$ cat config.mk
export PLATFORM = sky130hd
export DESIGN_NAME = pulse_seq_ctrl_flat
export DESIGN_NICKNAME = d
export VERILOG_FILES = /design/src/rtl/pulse_seq_ctrl_if.sv /design/src/rtl/pulse_seq_ctrl.sv /design/src/flat_wrapper.sv
export SDC_FILE = /design/constraint.sdc
export NUM_CORES = 1
export LEC_CHECK = 0
export CAP_MARGIN = 20
export CORE_ASPECT_RATIO = 2
export CORE_MARGIN = 2
export CORE_UTILIZATION = 56
export DETAILED_ROUTE_END_ITERATION = 16
export MAX_ROUTING_LAYER = met4
export PLACE_DENSITY_LB_ADDON = 0.2
export SYNTH_ARGS = -nofsm -noshare
export SYNTH_HDL_FRONTEND = slang
export SYNTH_SLANG_ARGS = --single-unit
$ cat constraint.sdc
create_clock -name clk -period 3.7 [get_ports clk]
set_input_delay 0.74 -clock clk [delete_from_list [all_inputs] [get_ports clk]]
set_output_delay 0.74 -clock clk [all_outputs]
set_load 0.01 [all_outputs]
$ cat src/rtl/pulse_seq_ctrl_if.sv
// Control and detector-side signals of the pulse sequence controller.
// The master side drives run parameters and detector feedback; the slave is the controller.
interface pulse_seq_ctrl_if #(
    parameter int unsigned GAP_BITS = 16
) ();
    logic                start;
    logic [7:0]          num_pulses;
    logic [GAP_BITS-1:0] gap;
    logic                z_in;
    logic [1:0]          y_in;
    logic                x_out;
    logic                rd_n;
    logic                busy;
    logic                done;
    logic [7:0]          z_count;
    logic [1:0]          last_state;

    modport master (
        output start, num_pulses, gap, z_in, y_in,
        input  x_out, rd_n, busy, done, z_count, last_state
    );

    modport slave (
        input  start, num_pulses, gap, z_in, y_in,
        output x_out, rd_n, busy, done, z_count, last_state
    );
endinterface

$ cat src/rtl/pulse_seq_ctrl.sv
// Sequences clear/pulse/gap stimulus for the two-bit pulse-mode sequence detector,
// counts synchronized z rising edges and captures detector state after each pulse.
module pulse_seq_ctrl #(
    parameter int unsigned PULSE_W  = 5,
    parameter int unsigned CLR_CYC  = 5,
    parameter int unsigned GAP_BITS = 16
) (
    input  logic             clk,
    input  logic             rst,
    pulse_seq_ctrl_if.slave  bus
);
    localparam int unsigned PW_BITS  = $clog2(PULSE_W + 1);
    localparam int unsigned CLR_BITS = $clog2(CLR_CYC + 1);
    localparam int unsigned FIX_BITS = (PW_BITS > CLR_BITS) ? PW_BITS : CLR_BITS;
    localparam int unsigned CNT_W    = (GAP_BITS > FIX_BITS) ? GAP_BITS : FIX_BITS;

    typedef enum logic [2:0] {
        S_IDLE,
        S_CLEAR,
        S_HIGH,
        S_GAP,
        S_DONE
    } state_t;

    state_t              state_q, state_d;
    logic [CNT_W-1:0]    cnt_q, cnt_d;
    logic [7:0]          pulse_q, pulse_d;
    logic [7:0]          num_q, num_d;
    logic [GAP_BITS-1:0] gap_q, gap_d;
    logic [1:0]          last_state_q, last_state_d;
    logic [7:0]          z_count_q, z_count_d;
    logic                z_meta_q, z_meta_d;
    logic                z_s_q, z_s_d;
    logic                z_dly_q, z_dly_d;
    logic                x_out_q, x_out_d;
    logic                rd_n_q, rd_n_d;
    logic                busy_q, busy_d;
    logic                done_q, done_d;
    logic                z_rise;

    // Next-state, counters and registered output decode
    always_comb begin
        state_d      = state_q;
        cnt_d        = cnt_q;
        pulse_d      = pulse_q;
        num_d        = num_q;
        gap_d        = gap_q;
        last_state_d = last_state_q;
        z_count_d    = z_count_q;
        z_meta_d     = bus.z_in;
        z_s_d        = z_meta_q;
        z_dly_d      = z_s_q;
        z_rise       = z_s_q & ~z_dly_q;

        if (z_rise && (state_q == S_HIGH || state_q == S_GAP) && z_count_q != 8'hFF) begin
            z_count_d = z_count_q + 8'd1;
        end

        case (state_q)
            S_IDLE: begin
                if (bus.start) begin
                    state_d   = S_CLEAR;
                    num_d     = bus.num_pulses;
                    gap_d     = (bus.gap == '0) ? GAP_BITS'(1) : bus.gap;
                    z_count_d = '0;
                    pulse_d   = '0;
                    cnt_d     = '0;
                end
            end
            S_CLEAR: begin
                if (cnt_q == CNT_W'(CLR_CYC - 1)) begin
                    cnt_d   = '0;
                    state_d = (num_q == 8'd0) ? S_DONE : S_HIGH;
                end else begin
                    cnt_d = cnt_q + CNT_W'(1);
                end
            end
            S_HIGH: begin
                if (cnt_q == CNT_W'(PULSE_W - 1)) begin
                    cnt_d   = '0;
                    state_d = S_GAP;
                end else begin
                    cnt_d = cnt_q + CNT_W'(1);
                end
            end
            S_GAP: begin
                if (cnt_q == CNT_W'(gap_q) - CNT_W'(1)) begin
                    cnt_d        = '0;
                    last_state_d = bus.y_in;
                    pulse_d      = pulse_q + 8'd1;
                    state_d      = (pulse_q + 8'd1 == num_q) ? S_DONE : S_HIGH;
                end else begin
                    cnt_d = cnt_q + CNT_W'(1);
                end
            end
            S_DONE:  state_d = S_IDLE;
            default: state_d = S_IDLE;
        endcase

        x_out_d = (state_d == S_HIGH);
        rd_n_d  = (state_d == S_HIGH) || (state_d == S_GAP) || (state_d == S_DONE);
        busy_d  = (state_d == S_CLEAR) || (state_d == S_HIGH) || (state_d == S_GAP);
        done_d  = (state_d == S_DONE);
    end

    always_ff @(posedge clk) begin
        if (rst) begin
            state_q      <= S_IDLE;
            cnt_q        <= '0;
            pulse_q      <= '0;
            num_q        <= '0;
            gap_q        <= '0;
            last_state_q <= '0;
            z_count_q    <= '0;
            z_meta_q     <= 1'b0;
            z_s_q        <= 1'b0;
            z_dly_q      <= 1'b0;
            x_out_q      <= 1'b0;
            rd_n_q       <= 1'b0;
            busy_q       <= 1'b0;
            done_q       <= 1'b0;
        end else begin
            state_q      <= state_d;
            cnt_q        <= cnt_d;
            pulse_q      <= pulse_d;
            num_q        <= num_d;
            gap_q        <= gap_d;
            last_state_q <= last_state_d;
            z_count_q    <= z_count_d;
            z_meta_q     <= z_meta_d;
            z_s_q        <= z_s_d;
            z_dly_q      <= z_dly_d;
            x_out_q      <= x_out_d;
            rd_n_q       <= rd_n_d;
            busy_q       <= busy_d;
            done_q       <= done_d;
        end
    end

    assign bus.x_out      = x_out_q;
    assign bus.rd_n       = rd_n_q;
    assign bus.busy       = busy_q;
    assign bus.done       = done_q;
    assign bus.z_count    = z_count_q;
    assign bus.last_state = last_state_q;
endmodule
$ cat src/flat_wrapper.sv
// flat-port wrapper written by rule: the top's interface ports become plain ports
module pulse_seq_ctrl_flat 
#(
    parameter int unsigned PULSE_W  = 5,
    parameter int unsigned CLR_CYC  = 5,
    parameter int unsigned GAP_BITS = 16
)
  (clk, rst, bus_start, bus_num_pulses, bus_gap, bus_z_in, bus_y_in, bus_x_out, bus_rd_n, bus_busy, bus_done, bus_z_count, bus_last_state);
  pulse_seq_ctrl_if #(.GAP_BITS(GAP_BITS)) bus_i ();
  input  logic clk;
  input  logic rst;
  input wire logic [$bits(bus_i.start)-1:0] bus_start;
  input wire logic [$bits(bus_i.num_pulses)-1:0] bus_num_pulses;
  input wire logic [$bits(bus_i.gap)-1:0] bus_gap;
  input wire logic [$bits(bus_i.z_in)-1:0] bus_z_in;
  input wire logic [$bits(bus_i.y_in)-1:0] bus_y_in;
  output wire logic [$bits(bus_i.x_out)-1:0] bus_x_out;
  output wire logic [$bits(bus_i.rd_n)-1:0] bus_rd_n;
  output wire logic [$bits(bus_i.busy)-1:0] bus_busy;
  output wire logic [$bits(bus_i.done)-1:0] bus_done;
  output wire logic [$bits(bus_i.z_count)-1:0] bus_z_count;
  output wire logic [$bits(bus_i.last_state)-1:0] bus_last_state;
  assign bus_i.start = bus_start;
  assign bus_i.num_pulses = bus_num_pulses;
  assign bus_i.gap = bus_gap;
  assign bus_i.z_in = bus_z_in;
  assign bus_i.y_in = bus_y_in;
  assign bus_x_out = bus_i.x_out;
  assign bus_rd_n = bus_i.rd_n;
  assign bus_busy = bus_i.busy;
  assign bus_done = bus_i.done;
  assign bus_z_count = bus_i.z_count;
  assign bus_last_state = bus_i.last_state;
  pulse_seq_ctrl #(.PULSE_W(PULSE_W), .CLR_CYC(CLR_CYC), .GAP_BITS(GAP_BITS)) u_core (.clk(clk), .rst(rst), .bus(bus_i));
endmodule
======== Word level (Yosys, flattened, before mapping) ========
Index checks and enable logic that the tools add are counted.
Widths: inputs -> output; s select.
operators by class
  add/subtract/negate cells ............... 4
  equality and inequality tests ........... 13
  multiplexer cells ....................... 18
  bitwise logic cells ..................... 2
  reductions and logical operators ........ 17
operators with widths
  cell                   number
  $mux 16                4
  $pmux 16 s3            1
  $mux 8                 5
  $mux 3                 6
  $add 16x1->16 const B  1
  $add 8x1->8 const B    2
  $eq 16x16->1           1
  $eq 16x3->1 const B    1
  $logic_not 16->1       1
  $pmux 8 s2             1
  $sub 16x1->16 const B  1
  $eq 3x2->1 const B     4
  $pmux 3 s4             1
  $eq 8x8->1             1
  $logic_not 8->1        1
  $ne 8x8->1 const B     1
  $eq 3x1->1 const B     2
  $reduce_and 2->1       3
  $logic_or 1x1->1       5
  $ne 2x2->1 const B     2
  $eq 3x3->1 const B     1
  $logic_not 3->1        1
  $reduce_and 3->1       1
  $reduce_bool 3->1      1
  other kinds (5)        6
word-level totals
  bits in registers ....................... 68
  input port bits ......................... 30
  output and inout port bits .............. 14
  logic and storage cells ................. 68

======== Logic depth before layout (Yosys ltp) ========
  depth in word-level cells ............... 8
  mapped depth ............................ 12

======== Worst setup path after synthesis ========
No wires, ideal clock.
  path kind ............................... reg2reg
  from .................................... register u_core.gap_q[0]
  to ...................................... register u_core.cnt_q[14]
  setup time .............................. 0.120 ns
  arrival ................................. 2.577 ns
  required time ........................... 3.580 ns
  path slack .............................. 1.003 ns
  stages on the path, launching flop included .. 12
  buffers on the path ..................... 2
  period minus slack after synthesis ...... 2.697 ns
  cell sequence ........................... dfxtp_1 > inv_1 > ha_1 > or3b_1 > buf_2 > nor2_1 > or3b_2 > a211oi_2 > a41oi_2 > buf_6 > nor3b_1 > a211o_1
between the ends
  cells in the longest elaborated chain, start to end .. 4
RTL lines
  what                      line                   source
  start: declaration        pulse_seq_ctrl.sv:29   logic [GAP_BITS-1:0] gap_q, gap_d;
  start signal: assignment  pulse_seq_ctrl.sv:127  gap_q <= gap_d;
  $sub 16x1->16             pulse_seq_ctrl.sv:87   if (cnt_q == CNT_W'(gap_q) - CNT_W'(1)) begin
  $eq 16x16->1              pulse_seq_ctrl.sv:87
  $mux 16                   pulse_seq_ctrl.sv:87
  $pmux 16 s3               pulse_seq_ctrl.sv:59   case (state_q)
  end signal: assignment    pulse_seq_ctrl.sv:124  cnt_q <= cnt_d;
  end: declaration          pulse_seq_ctrl.sv:26   logic [CNT_W-1:0] cnt_q, cnt_d;
No other way between the ends.
A chain may end at the register's enable or synchronous reset.

======== Final worst setup path ========
  from .................................... register u_core.gap_q[0]
  to ...................................... register u_core.pulse_q[7]
between the ends
  cells in the longest elaborated chain, start to end .. 4
RTL lines
  what                               line                   source
  $sub 16x1->16                      pulse_seq_ctrl.sv:87
  $eq 16x16->1                       pulse_seq_ctrl.sv:87
  $ne 2x2->1 (no source line)        n/a
  $reduce_and 3->1 (no source line)  n/a
  end signal: assignment             pulse_seq_ctrl.sv:125  pulse_q <= pulse_d;
  end: declaration                   pulse_seq_ctrl.sv:27   logic [7:0] pulse_q, pulse_d;
No other way between the ends.

==> results.sh <==
export IMPL_first_pass_iters=5
export IMPL_synth_top_area_cell="dfxtp_1"
export IMPL_post_cts_hold_buffer_count=0
export IMPL_critical_path_class="reg -> reg"
export IMPL_finalSetupTns_ps=0
export IMPL_synth_top_flop_cell="dfxtp_1"
export IMPL_grt_remaining_overflow=0
export IMPL_final_nets=510
export IMPL_clock_insertion_delay_worst_skew_ps=330
export IMPL_initial_core_util_pct=57.05
export IMPL_powerDensity_nw_per_um2=449.1
export IMPL_grt_antenna_before_repair=0
export IMPL_synth_enable_flop_cells=0
export IMPL_cts_buffers=9
export IMPL_worst_setup_end_kind="flop"
export IMPL_proportion_of_power_drawn_by_flip_flops_and_latches_pct=39.3
export IMPL_core_sq_um=6569
export IMPL_timing_max_slew_rel_slack_pct=53.22
export IMPL_die_area_sq_um=7402
export IMPL_synth_most_common_cell="dfxtp_1"
export IMPL_finalHoldViolations=0
export IMPL_dr_total_vias=3398
export IMPL_start_kind="flop"
export IMPL_port_buffers=43
export IMPL_post_cts_buffers=0
export IMPL_syn_area_sq_um=3747
export IMPL_vias_per_cell=5.982
export IMPL_finalWeightedCongestion=0.9344
export IMPL_routed_wirelength_mm=9.395
export IMPL_synth_nets=475
export IMPL_drive_gt1_share_pct=8.125
export IMPL_cellInternalPower_w=0.001541
export IMPL_cts_buffer_depth=2
export IMPL_critical_path_arrival_ps=3350
export IMPL_finalMaxSlewViolations=0
export IMPL_detail_route_antenna_nets=0
export IMPL_actual_transition_at_the_worst_max_transition_pin_ps=695.9
export IMPL_number_of_global_route_vias_before_repair=3463
export IMPL_hpwl_mm=6.972
export IMPL_cp_required_ps=3950
export IMPL_layout_worst_path_cycle_share_pct=83.90
export IMPL_grt_pass1_wl_mm=15.39
export IMPL_ys_seq_elements=68
export IMPL_setup_slack_of_the_critical_path_after_layout_ps=595.7
export IMPL_yosys_warnings=0
export IMPL_synth_largest_type_area_fraction_pct=36.33
export IMPL_timing_max_cap_violations=0
export IMPL_synth_cell_types=69
export IMPL_peakVddDrop_uv=391.0
export IMPL_numPlacedInstances=552
export IMPL_swShare_pct=24.56
export IMPL_status="completed"
export IMPL_final_cells=568
export IMPL_asyncSetResetFlopFracSynth_pct=0
export IMPL_pwr_share_comb_pct=14.2
export IMPL_die_width_microns=61.85
export IMPL_wl_per_cell_microns=16.54
export IMPL_placement_rows=42
export IMPL_fp_dieH_microns=119.7
export IMPL_cts_sinks=68
export IMPL_post_route_min_period_ps=3104
export IMPL_fmaxAchievable_mhz=322.1
export IMPL_leak_pwr_nw=1.683
export IMPL_netlist_instances=440
export IMPL_i_o_pins=44
export IMPL_flow_area_growth_from_synthesis_pct=21.37
export IMPL_gr_usage_all_layers_pct=28.53
export IMPL_clk_transition_reported_paths_ps=50
export IMPL_rsz0062_at_grt="no"
export IMPL_worst_path_max_fanout=16
export IMPL_synth_yosys_seq_area_share_pct=36.33
export IMPL_synthTopCellsByArea="dfxtp_1 (36%), xnor2_1 (4.4%), a21oi_1 (4.3%), xor2_1 (4.0%), nand2_1 (3.9%)"
export IMPL_power_share_clock_pct=46.5
export IMPL_post_cts_resized=0
export IMPL_synthTopCellsByCount="dfxtp_1 (68), nand2_1 (39), a21oi_1 (32)"
export IMPL_setup_viol=0
export IMPL_cts_htree_levels=3
export IMPL_cts_root_buf="clkbuf_16"
export IMPL_finalClockSkew_ps=5.243
export IMPL_detailedPlace_worstSlack_ps=607.1
export IMPL_switching_power_w=0.0005017
export IMPL_timing_hold_worst_class="reg -> reg"
export IMPL_initialDrtViolationCount=180
export IMPL_antenna_cells=0
export IMPL_regToRegSetupSlack_ps=600
export IMPL_finalInstanceArea_sq_um=4548
export IMPL_synth_area_per_cell_sq_um=8.517
export IMPL_grt_max_degree=41
export IMPL_drt_drc_violations_left=0
export IMPL_place_area_sq_um=4210
export IMPL_clock_tree_from_tritoncts="done"
## critical path, cell delays in order (launching register included)
cell and delay (ps):
dfxtp_1 410, inv_1 100, ha_1 250, or3b_1 310, nor2_1 100, or3b_2 480, a211oi_2 380, nand4_2 380
or2_0 350, a221oi_2 260
## sequential cells by signal (all words and copies together), names as in the netlist, 2 cells and up
signal / flops
u_core.bus.last_state: 2
u_core.bus.z_count: 8
u_core.cnt_q: 16
u_core.gap_q: 16
u_core.num_q: 8
u_core.pulse_q: 8
u_core.state_q: 3
## stage by stage
stage                     power [W]  utilization [%]  hold slack, ps
after floorplan            0.001015                -           413.8
after CTS                  0.002049            69.24           454.8
after global routing       0.002113            69.24           466.1
after detailed placement   0.001103            64.10           439.8
final                      0.002043            69.24           444.4
after global placement     0.001096            64.10           423.3
## layout by cell type, fill, tap and decap left out, drive strengths merged, types with 3 or more instances in the layout
cell and instances:
dfxtp 68, clkdlybuf4s50 43, nand2 39, a21oi 32, nor2 29, inv 19
xnor2 19, nand3 19, xor2 17, a22o 13, clkbuf 13, a31oi 12
nor3 12, nor4 12, o21ai 11, nand4 9, nand2b 8, nor2b 7
and3 7, or2 7, a211oi 6, ha 5, nand3b 4, mux2i 4
and2 4, or2b 4, buf 4, a221oi 4, and4 3, or4 3
nor4b 3
## routing by layer
| layer | GRT usage (%) | wire (microns) |
|---|---|---|
| met5 | - | 0 |
| met1 | 27.62 | 3379 |
| met2 | 49.28 | 5356 |
| met4 | 16.22 | 427 |
| met3 | 5.927 | 232 |
## power groups by stage
stage	Clock [W]	Sequential [W]	Combinational, W
3_3_place_gp	0	0.000817	0.000280
2_1_floorplan	0	0.000796	0.000219
4_1_cts	0.000960	0.000802	0.000288
3_5_place_dp	0	0.000817	0.000285
5_1_grt	0.000986	0.000807	0.000320
6_report	0.000951	0.000803	0.000289
## layout make-up
| class | instances | area, sq um |
|---|---|---|
| repair buffers | 47 | 460.4 |
| well taps | 88 | 110.1 |
| multi-input cells | 330 | 2207 |
| flip-flops and latches | 68 | 1361 |
| inverters | 19 | 71.32 |
| clock inverters | 3 | 67.56 |
| clock buffers | 13 | 270.3 |
| fillers | 550 | 2021 |
## kinds of logic after synthesis
| kind of cell | share of synthesized area [%] |
|---|---|
| and+or+nand+nor | 26.04 |
| AOI/OAI and AO/OA | 20.94 |
| DFF | 36.33 |
| buffers and inverters | 4.942 |
| xor gates and xnor gates | 9.015 |
| adders and majority gates | 1.669 |
| muxes | 1.068 |
## path summary, 6_finish.rpt
path / start / endpoint / cells after the start
hold reg to reg: u_core.z_meta_q / u_core.z_dly_d / 1
setup / recovery: u_core.gap_q[0] / u_core.pulse_q[7] / 9
setup reg to reg: u_core.gap_q[0] / u_core.pulse_q[7] / 9
hold / removal: u_core.z_meta_q / u_core.z_dly_d / 1
Power figures use the tool's default switching activity.
==> RTL edit 1 (same flow settings) <==
`CLR_CYC` is set to 5 in 2 places; all go to 10.
--- a/src/rtl/pulse_seq_ctrl.sv
+++ b/src/rtl/pulse_seq_ctrl.sv
@@ -2,7 +2,7 @@
 // counts synchronized z rising edges and captures detector state after each pulse.
 module pulse_seq_ctrl #(
     parameter int unsigned PULSE_W  = 5,
-    parameter int unsigned CLR_CYC  = 5,
+    parameter int unsigned CLR_CYC  = 10,
     parameter int unsigned GAP_BITS = 16
 ) (
     input  logic             clk,
--- a/src/flat_wrapper.sv
+++ b/src/flat_wrapper.sv
@@ -2,7 +2,7 @@
 module pulse_seq_ctrl_flat 
 #(
     parameter int unsigned PULSE_W  = 5,
-    parameter int unsigned CLR_CYC  = 5,
+    parameter int unsigned CLR_CYC  = 10,
     parameter int unsigned GAP_BITS = 16
 )
   (clk, rst, bus_start, bus_num_pulses, bus_gap, bus_z_in, bus_y_in, bus_x_out, bus_rd_n, bus_busy, bus_done, bus_z_count, bus_last_state);
Formal check against the unedited RTL: not equivalent (a bounded check fails within 10 cycles, from zero or initial values and one cycle with rst high).
==> RTL edit 1 against the unedited design <==
Wire length increased by 0.71%; setup slack improved by 0.11 ns; sequential cell count unchanged; synthesized area increased by 0.37%; critical path depth increased by 1; clock power decreased by 8.9%; final area about the same; total power decreased by 7.2%.
==> RTL edit 1: results (changes against the unedited design) <==
Synth cell types=66 (was 69); vias in the first global route=3295 (was 3463); top cells by area, synth=dfxtp_1, xnor2_1, nand2_1, a22o_1, nor2_1 (was dfxtp_1, xnor2_1, a21oi_1, xor2_1, nand2_1); DPL Wire Length=7110 µm (was 6970 µm); DR iter-0 viols=231 (was 180); CP Max Fanout=6 (was 16); Adder-Cell Fraction of Synth Area=2.26% (was 1.67%); area of the multi-input gates=2260 µm² (was 2210 µm²); antenna violations before repair=0 (unchanged); worst-case clock buffer depth=2 (unchanged); Worst-path clk slew=0.05 ns (about the same); Vias/cell=6.00 (was 5.98); max cap viols=0 (unchanged); 1st-pass router iterations=4 (was 5); post-CTS setup buffer count=0 (unchanged); main combinational cell family by area after synthesis=simple AND/OR/NAND/NOR gates (unchanged); Hold Vio Cnt, Final=0 (unchanged); register area share after synthesis=36.2% (was 36.3%); Seq/total area=29.9% (about the same); leakage=0.00170 µW (was 0.00168 µW); status=finished, final reports clean (unchanged); bufs w/o clock=48 (was 47); GR Util All Layers=28.6% (was 28.5%); Clock buf/inv share=6.69% (was 7.43%); Port Buf Inserts=43 (unchanged); Top Registers=u_core.cnt_q x16, u_core.gap_q x16 (unchanged); n_diodes=0 (unchanged); top cells by count, synth=dfxtp_1, nand2_1, nor2_1, a21oi_1, xnor2_1 (was dfxtp_1, nand2_1, a21oi_1, nor2_1); Num CTS Buffers=9 (unchanged); #MultiIn Comb=347 (was 330); cell family with most CP delay=simple AND/OR/NAND/NOR gates (unchanged); # H-tree levels=3 (unchanged); largest net degree at the start of global routing=21 (was 41); invs w/o clock=11 (was 19); slowest stage delay, CP=0.48 ns (about the same); highest-delay cell along the critical path=or3b_4 (was or3b_2); post_cts resized=0 (unchanged); Worst Skew=0.00475 ns (was 0.00524 ns); Mapped Nets=486 (was 475); Final Routed Wirelength=9460 µm (was 9400 µm); nets=521 (was 510); CTS root buf=clkbuf_16 (unchanged); fraction of synthesized area in multiplexers=2.16% (was 1.07%); Synth Area in Compound Gates=19.4% (was 20.9%); clock buffers=12 (was 13); Synth Area in XOR/XNOR=9.08% (was 9.02%); worst hold path class=reg -> reg (unchanged); Synth Warn #=0 (unchanged); layout cells sized above 1=8.98% (was 8.13%); fillcell total=541 (was 550); worst path arrival time=3.22 ns (was 3.35 ns); Final Wtd Congestion=0.930 (was 0.934); max_slew headroom=41.3% (was 53.2%); worst skew pair latency=0.34 ns; clock sink total=68 (unchanged); first-pass GRT wire length=15300 µm (was 15400 µm); Non-Clock Buffer Area Fraction=10.3% (was 10.1%); Max rail drop VDD=353 µV (was 391 µV)
## RTL edit 1: per-stage QoR
| step | instances | setup slack (ns) | area, µm² | util, % | hold WS, ns |
|---|---|---|---|---|---|
| after CTS | 578 | 0.710 | 4550 | 69.2 | 0.440 |
| final | 578 | 0.701 | 4550 | 69.2 | 0.436 |
| after global routing | 578 | 0.361 | 4550 | 69.2 | 0.448 |
| after floorplan | 450 | 1.02 | 3760 | - | 0.414 |
| after detailed placement | 562 | 0.734 | 4240 | 64.6 | 0.428 |
| after global placement | 562 | 0.849 | 4240 | 64.6 | 0.428 |
## RTL edit 1: report_power, final
part,switching [µW],internal (µW)
registers,31.9,754
logic,127,118
clock network,311,555
total,470,1430
## RTL edit 1: path summary, 6_finish.rpt
| path | from | end | slack (ns) | cells past startpoint |
|---|---|---|---|---|
| hold reg to reg | u_core.z_meta_q$_SDFF_PP0_ | u_core.z_dly_d$_SDFF_PP0_ | 0.44 | 1 |
| setup reg to reg | u_core.gap_q[0]$_SDFFE_PP0P_ | u_core.cnt_q[12]$_SDFFE_PP0P_ | 0.70 | 10 |
| hold / removal | u_core.z_meta_q$_SDFF_PP0_ | u_core.z_dly_d$_SDFF_PP0_ | 0.44 | 1 |
| setup / recovery | u_core.gap_q[0]$_SDFFE_PP0P_ | u_core.cnt_q[12]$_SDFFE_PP0P_ | 0.70 | 10 |
## RTL edit 1: routing by layer
metal  track usage, %  part of all wire, %  wire [µm]
met3             6.57                  3.2        300
met1             27.3                   35       3310
met2             49.5                   58       5500
met4             16.0                  3.8        361
met5                -                    0          0
==> RTL edit 2 (config.mk and constraints unchanged) <==
Made on the original files. Re-encode `state_t` (5 states) as Gray code, 3 bits wide.
--- a/src/rtl/pulse_seq_ctrl.sv
+++ b/src/rtl/pulse_seq_ctrl.sv
@@ -15,11 +15,11 @@
     localparam int unsigned CNT_W    = (GAP_BITS > FIX_BITS) ? GAP_BITS : FIX_BITS;
 
     typedef enum logic [2:0] {
-        S_IDLE,
-        S_CLEAR,
-        S_HIGH,
-        S_GAP,
-        S_DONE
+        S_IDLE  = 3'b000,
+        S_CLEAR = 3'b001,
+        S_HIGH  = 3'b011,
+        S_GAP   = 3'b010,
+        S_DONE  = 3'b110
     } state_t;
 
     state_t              state_q, state_d;
Formal check against the unedited RTL: no difference found for any inputs over 10 cycles, from zero or initial values and one cycle with rst high; not proved beyond that.
==> RTL edit 2 against the unedited design <==
Core utilization rose by 1.5 points; count of clock-buffer cells in the layout decreased by 2; wire length decreased by 8.4%; final area decreased by 3.4%; critical path type unchanged; synthesized area decreased by 5.0%; largest power group unchanged; setup slack got worse by 0.26 ns; die area down 4.7%; sequential cell count unchanged; total power fell by 6.0%.
==> RTL edit 2: results (changes against the unedited design) <==
bufs w/o clock=49 (was 47); Synth cell types=55 (was 69); Clock buf/inv share=7.41% (was 7.43%); Final Wtd Congestion=0.950 (was 0.934); top cells by count, synth=dfxtp_1, nand2_1, nor2_1, nor3_1, xor2_1 (was dfxtp_1, nand2_1, a21oi_1, nor2_1); reg2reg path depth=11 (was 9); DR iter-0 viols=194 (was 180); register area share after synthesis=38.2% (was 36.3%); nets=500 (was 510); clock buffers=11 (was 13); Layout Utilization=70.8% (was 69.2%); CP Max Fanout=10 (was 16); vias in the first global route=3167 (was 3463); 1st-pass router iterations=4 (was 5); leakage=0.00164 µW (was 0.00168 µW); first-pass GRT wire length=14400 µm (was 15400 µm); area of the multi-input gates=2080 µm² (was 2210 µm²); placed inst area=4070 µm² (was 4210 µm²); Pint=1480 µW (was 1540 µW); Final Routed Wirelength=8610 µm (was 9400 µm); fillcell total=517 (was 550); worst reg2reg setup slack=0.34 ns (was 0.60 ns); slowest stage delay, CP=0.55 ns (was 0.48 ns); status=finished, final reports clean (unchanged); Vias/cell=5.96 (was 5.98); max_slew headroom=29.8% (was 53.2%)
## RTL edit 2: changes by cell type after synthesis, sizes merged, moves of 4 or more
cell / change
a21oi: -13
a31oi: -11
and3: +4
buf: -4
inv: -8
nand2: +11
nand2b: -6
nand3: -7
nor3: +14
nor4b: +5
or2: -6
or2b: -4
or3: +6
xor2: +8
## RTL edit 2: through the flow
step	worst slack (ns)	instances
6_report	0.337	555
5_1_grt	0.116	555
4_1_cts	0.334	555
3_5_place_dp	0.342	540
3_3_place_gp	0.449	540
2_1_floorplan	0.314	424
## RTL edit 2: power by group through the flow
stage / Sequential, µW / Clock, µW / Combinational (µW)
2_1_floorplan: 785 / 0 / 145
3_3_place_gp: 794 / 0 / 210
3_5_place_dp: 795 / 0 / 216
4_1_cts: 780 / 934 / 219
5_1_grt: 784 / 970 / 243
6_report: 780 / 922 / 219
## RTL edit 2: routing by layer
metal  GRT usage (%)  wire, µm
met1            32.4      3530
met2            44.4      4380
met3            6.26       406
met4            13.3       290
met5               -         0
